--- config.mk ---
export PLATFORM = sky130hd
export DESIGN_NAME = cpu_sequencer
export DESIGN_NICKNAME = d
export VERILOG_FILES = /design/src/rtl/cpu_seq_pkg.sv /design/src/rtl/pc_next_unit.sv /design/src/rtl/cpu_sequencer.sv
export SDC_FILE = /design/constraint.sdc
export NUM_CORES = 1
export LEC_CHECK = 0
export CAP_MARGIN = 20
export CORE_UTILIZATION = 30
export DETAILED_ROUTE_END_ITERATION = 8
export GPL_TIMING_DRIVEN = 0
export PLACE_DENSITY = 0.62
export REMOVE_ABC_BUFFERS = 1
export SLEW_MARGIN = 20
export SYNTH_ARGS = -nofsm -noshare
export SYNTH_HDL_FRONTEND = slang
export SYNTH_SLANG_ARGS = --single-unit
--- constraint.sdc ---
create_clock -name clk -period 2.6 [get_ports clk]
set_input_delay 0.52 -clock clk [delete_from_list [all_inputs] [get_ports clk]]
set_output_delay 0.52 -clock clk [all_outputs]
set_load 0.02 [all_outputs]
--- src/rtl/cpu_seq_pkg.sv ---
// rtl/cpu_seq_pkg.sv - FSM states, fetch-op codes and reset defaults shared by cpu_sequencer
package cpu_seq_pkg;

  localparam int ADDR_W = 10;
  localparam logic [ADDR_W-1:0] DEFAULT_RESET_PC = 10'd0;

  typedef enum logic [2:0] {
    FETCH  = 3'd0,
    DECODE = 3'd1,
    EXEC   = 3'd2,
    MEM    = 3'd3,
    WB     = 3'd4,
    HALT   = 3'd5
  } state_t;

  localparam logic [1:0] FOP_NEXT   = 2'd0;
  localparam logic [1:0] FOP_BRANCH = 2'd1;
  localparam logic [1:0] FOP_JR     = 2'd2;
  localparam logic [1:0] FOP_HALT   = 2'd3;

endpackage

--- src/rtl/pc_next_unit.sv ---
// rtl/pc_next_unit.sv - combinational next-PC selection; all arithmetic wraps modulo 1024
module pc_next_unit
  import cpu_seq_pkg::*;
(
  input  logic [ADDR_W-1:0] pc,
  input  logic [1:0]        cu_fetch_op,
  input  logic [ADDR_W-1:0] jmp_addr,
  input  logic              branch_take,
  input  logic [ADDR_W-1:0] reg_target,
  output logic [ADDR_W-1:0] next_pc
);

  logic [ADDR_W-1:0] pc_inc;

  assign pc_inc = pc + 10'd1;

  always_comb begin
    next_pc = pc_inc;
    case (cu_fetch_op)
      FOP_NEXT:   next_pc = pc_inc;
      // jmp_addr is already sign-extended, so a plain 10-bit add gives the wrapped offset
      FOP_BRANCH: next_pc = branch_take ? (pc + jmp_addr) : pc_inc;
      FOP_JR:     next_pc = reg_target;
      FOP_HALT:   next_pc = pc;
    endcase
  end

endmodule

--- src/rtl/cpu_sequencer.sv ---
// rtl/cpu_sequencer.sv - multi-cycle fetch/decode/exec/mem/wb sequencer with shared memory port
// Optional CPU_SEQ_SINGLE_STEP_EN adds a step input that gates each instruction fetch.
module cpu_sequencer
  import cpu_seq_pkg::*;
#(
  parameter logic [9:0] RESET_PC = DEFAULT_RESET_PC,
  parameter int          AW       = ADDR_W
) (
  input  logic          clk,
  input  logic          rst,
`ifdef CPU_SEQ_SINGLE_STEP_EN
  input  logic          step,
`endif
  output logic          mem_req,
  input  logic          mem_ack,
  output logic          mem_we,
  output logic [AW-1:0] mem_addr,
  input  logic [AW-1:0] mem_rdata,
  output logic [AW-1:0] ir,
  input  logic [1:0]    cu_fetch_op,
  input  logic          cu_wr_en,
  input  logic          cu_ldst_en,
  input  logic          cu_done,
  input  logic [AW-1:0] jmp_addr,
  input  logic          branch_take,
  input  logic [AW-1:0] reg_target,
  input  logic [AW-1:0] ldst_addr,
  output logic          rf_we,
  output logic [AW-1:0] pc,
  output logic          halted
);

  state_t        state, state_n;
  logic [AW-1:0] pc_n, ir_n, mem_addr_n, next_pc;
  logic          mem_req_n, mem_we_n, rf_we_n, halted_n;
  logic          fetch_go;

`ifdef CPU_SEQ_SINGLE_STEP_EN
  assign fetch_go = step;
`else
  assign fetch_go = 1'b1;
`endif

  pc_next_unit u_pc_next (
    .pc          (pc),
    .cu_fetch_op (cu_fetch_op),
    .jmp_addr    (jmp_addr),
    .branch_take (branch_take),
    .reg_target  (reg_target),
    .next_pc     (next_pc)
  );

  always_ff @(posedge clk or posedge rst) begin
    if (rst) begin
      state    <= FETCH;
      pc       <= RESET_PC;
      ir       <= '0;
      mem_req  <= 1'b0;
      mem_we   <= 1'b0;
      mem_addr <= '0;
      rf_we    <= 1'b0;
      halted   <= 1'b0;
    end else begin
      state    <= state_n;
      pc       <= pc_n;
      ir       <= ir_n;
      mem_req  <= mem_req_n;
      mem_we   <= mem_we_n;
      mem_addr <= mem_addr_n;
      rf_we    <= rf_we_n;
      halted   <= halted_n;
    end
  end

  always_comb begin
    state_n    = state;
    pc_n       = pc;
    ir_n       = ir;
    mem_req_n  = mem_req;
    mem_we_n   = mem_we;
    mem_addr_n = mem_addr;
    rf_we_n    = 1'b0;
    halted_n   = halted;
    case (state)
      FETCH: begin
        // acks are only honoured once our own request is visible on the port
        if (!mem_req) begin
          if (fetch_go) begin
            mem_req_n  = 1'b1;
            mem_we_n   = 1'b0;
            mem_addr_n = pc;
          end
        end else if (mem_ack) begin
          ir_n      = mem_rdata;
          mem_req_n = 1'b0;
          state_n   = DECODE;
        end
      end
      DECODE: begin
        // registered strobe lands exactly in the EXEC cycle of a plain register write
        rf_we_n = cu_wr_en & ~cu_ldst_en & ~cu_done;
        state_n = EXEC;
      end
      EXEC: begin
        if (cu_done) begin
          halted_n = 1'b1;
          state_n  = HALT;
        end else if (cu_ldst_en) begin
          mem_req_n  = 1'b1;
          mem_we_n   = ~cu_wr_en;
          mem_addr_n = ldst_addr;
          state_n    = MEM;
        end else begin
          pc_n    = next_pc;
          state_n = FETCH;
        end
      end
      MEM: begin
        if (mem_ack) begin
          mem_req_n = 1'b0;
          mem_we_n  = 1'b0;
          if (mem_we) begin
            pc_n    = next_pc;
            state_n = FETCH;
          end else begin
            rf_we_n = 1'b1;
            state_n = WB;
          end
        end
      end
      WB: begin
        pc_n    = next_pc;
        state_n = FETCH;
      end
      HALT: begin
        mem_req_n = 1'b0;
      end
      default: state_n = FETCH;
    endcase
  end

endmodule

==> flow_metrics.py <==
metrics = {
    "status": {
        "status": "finished clean",
    },
    "place": {
        "port_buffers": 82,
        "gp_congestion": 0.853,
        "dp.cells": 446,
        "place_area_sq_mm": 0.00336,
        "pre_cts_ws_ns": -0.520,
        "dp_hpwl_mm": 4.88,
    },
    "layout": {
        "multiInputGateArea_sq_mm": 0.00148,
        "drive_gt1_share_pct": 10.4,
        "fill_cells": 771,
        "fin_nets": 420,
        "finalInstanceArea_sq_mm": 0.00353,
        "diodes": 0,
        "final_cells": 458,
        "regArea_sq_um": 928,
        "area_growth_pct": 44.4,
    },
    "power_and_ir_drop": {
        "finalPower_mw": 3.59,
        "ir_drop_v": 0.000349,
        "p_leak_nw": 1.45,
        "netSwitchingFraction_pct": 42.8,
        "pwr-share-comb_pct": 57.9,
        "p_int_mw": 2.05,
        "power-per-cell-area_mw_per_mm2": 1020,
        "p_switching_mw": 1.54,
        "seqPwrFrac_pct": 32.3,
        "p_clk_share_pct": 9.9,
    },
    "floorplanning": {
        "initial_core_util_pct": 31.3,
        "rows": 32,
        "die_w_um": 92.2,
        "die_area_sq_mm": 0.00851,
        "core_area_sq_mm": 0.00781,
        "ioPinCount": 83,
        "dieHeight_um": 92.2,
    },
    "global_routing": {
        "grtUsageMet1_pct": 20.3,
        "overflow": 0,
        "grt_pass1_wl_mm": 10.5,
        "grt.total_usage_pct": 15.3,
        "grt_pass1_vias": 2229,
        "grt_max_degree": 32,
        "antenna_found_initial": 0,
        "gr-usage-met3_pct": 2.82,
        "use_met2_pct": 25.4,
        "grt.busiest_layer": "met2",
    },
    "synthesis": {
        "ys_seq_area_share_pct": 37.9,
        "synth_edf_count": 0,
        "netlist_instances": 273,
        "synth_area_leader_cell": "dfrtp_1",
        "ys_ff_latch": 37,
        "synthTopCellsByCount": "37 x dfrtp_1, 37 x nand2_1, 35 x o21ai_0, 18 x a21oi_1, 13 x ha_1",
        "ys_types": 48,
        "synth.avg_cell_area_sq_um": 8.95,
        "yosysTopAreaCellShare_pct": 37.9,
        "synthTopCellsByArea": "dfrtp_1 38%, o21ai_0 7.2%, ha_1 6.7%",
        "netlist_area_sq_mm": 0.00244,
        "async_reset_ff_share_pct": 100,
        "synth_warnings": 0,
        "synth-main-ff-cell": "dfrtp_1",
    },
    "clock_network": {
        "root_buffer": "clkbuf_8",
        "tritoncts": "built",
        "clk_latency_ns": 0.28,
        "htreeDepth": 2,
        "cts-hold-fix-buffers": 0,
        "clk_pin_slew_ns": 0.07,
        "numCtsBuffers": 5,
        "cts.sinks": 37,
        "clk_path_buf_depth": 2,
    },
    "route": {
        "firstDrtPassIters": 4,
        "routed_via_density": 5.11,
        "post_drt_wl_per_cell_um": 14.1,
        "drcViolationCount": 0,
        "ant_nets": 0,
        "drt_iter0_markers": 94,
        "wirelength_mm": 6.47,
        "num_vias": 2340,
    },
    "setup_path": {
        "cp-end-kind": "register",
        "path_class": "register to register",
        "rrSetupSlack_ns": 0.11,
        "cp-startpoint": "pc[0]",
        "crit_arrival_ns": 2.65,
        "path_max_fanout": 4,
        "r2r-start": "pc[0]",
        "startpoint_type": "register",
        "worstReg2RegEnd": "pc[8]",
        "crit_path_end": "pc[8]",
        "ff2ff_path_depth": 8,
        "critPathRequiredTime_ns": 2.76,
    },
    "sta": {
        "drv_slew": 0,
        "setup_viol": 0,
        "skew_ns": 0.00228,
        "slew_headroom_pct": 56.3,
        "fin_crit_ns": 2.49,
        "tightest_slew_ns": 0.650,
        "setup_slack_ns": 0.108,
        "finalCritPeriodShare_pct": 95.8,
        "fmax_mhz": 401,
        "holdWs_ns": 0.463,
        "hold_viol_final": 0,
    },
    "worst_hold_path": {
        "min_path_cells": 1,
        "hp-class": "register to register",
    },
    "job": {
        "maxCapViolCount": 0,
    },
}
-- power groups by stage --
stage	combinational, mW	sequential (mW)	clock, mW
after global routing	2.26	1.21	0.394
final	2.07	1.16	0.355
after CTS	2.01	1.16	0.373
after global placement	1.95	1.16	0
after detailed placement	1.98	1.17	0
after floorplan	0.953	1.37	0
-- final cells by class --
class,instances,area share [%]
multi-input combinational,217,42.0
sequential,37,26.3
timing repair buffer,89,25.3
tap,102,3.62
clock buffer,5,1.95
inverter,7,0.745
clock inverter,1,0.142
-- per-stage QoR --
step	utilization, %	setup TNS (ns)
final	45.2	0
after detailed placement	43.1	-1.52
after global placement	42.8	-1.51
after CTS	44.4	0
after global routing	45.2	-0.00464
after floorplan	-	-0.0354
-- worst max-delay path, stage by stage, from the launching register on --
cell       delay (ns)
dfrtp_2          0.44
ha_4             0.18
fa_2             0.35
a211oi_2         0.29
o21bai_2         0.13
a2111oi_2        0.36
nor3_1           0.11
xor2_1           0.17
a311o_1          0.35
-- worst min path at each step --
stage                        start     endpoint  slack, ns
final                       halted       halted       0.46
after floorplan           state[2]     state[1]       0.55
after detailed placement    halted       halted       0.46
after CTS                      rst  mem_addr[8]       0.47
after global placement      halted       halted       0.44
after global routing           rst  mem_addr[8]       0.47
-- cell families after synthesis --
family          synth area share, %
xor+xnor                       2.15
mux                            9.12
compound gates                 23.8
buf+inv                        3.07
simple gates                   16.4
flops                          37.9
fa+ha+maj                      7.48
-- cells in the final DEF (no fill, tap or decap), types with 6 or more instances in the layout --
cell type | netlist | routed
mux2_2 | 10 | 10
ha_1 | 13 | 11
clkdlybuf4s50_1 | 0 | 80
o21ai_0 | 35 | 34
inv_1 | 7 | 6
nand2_1 | 37 | 37
nor2_1 | 12 | 12
dfrtp_1 | 37 | 35
a21oi_1 | 18 | 16
mux2i_1 | 11 | 11
buf_4 | 0 | 6
-- per-layer routing --
metal	vias to the layer above	wire length [um]
met3	10	386
li1	1170	-
met4	0	73
met1	1071	3090
met5	-	0
met2	89	2920
-- registers in the layout, indices dropped and copies added, names as in the netlist --
name,cells
halted,1
pc,10
mem_we,1
rf_we,1
mem_addr,10
state,3
ir,10
mem_req,1
-- what timing repair did --
action                     CTS  global route
gates resized for setup      5             7
setup buffers                2             4
pin swaps                    6             7
setup endpoints to repair    3             1
(Power assumes the default switching activity.)
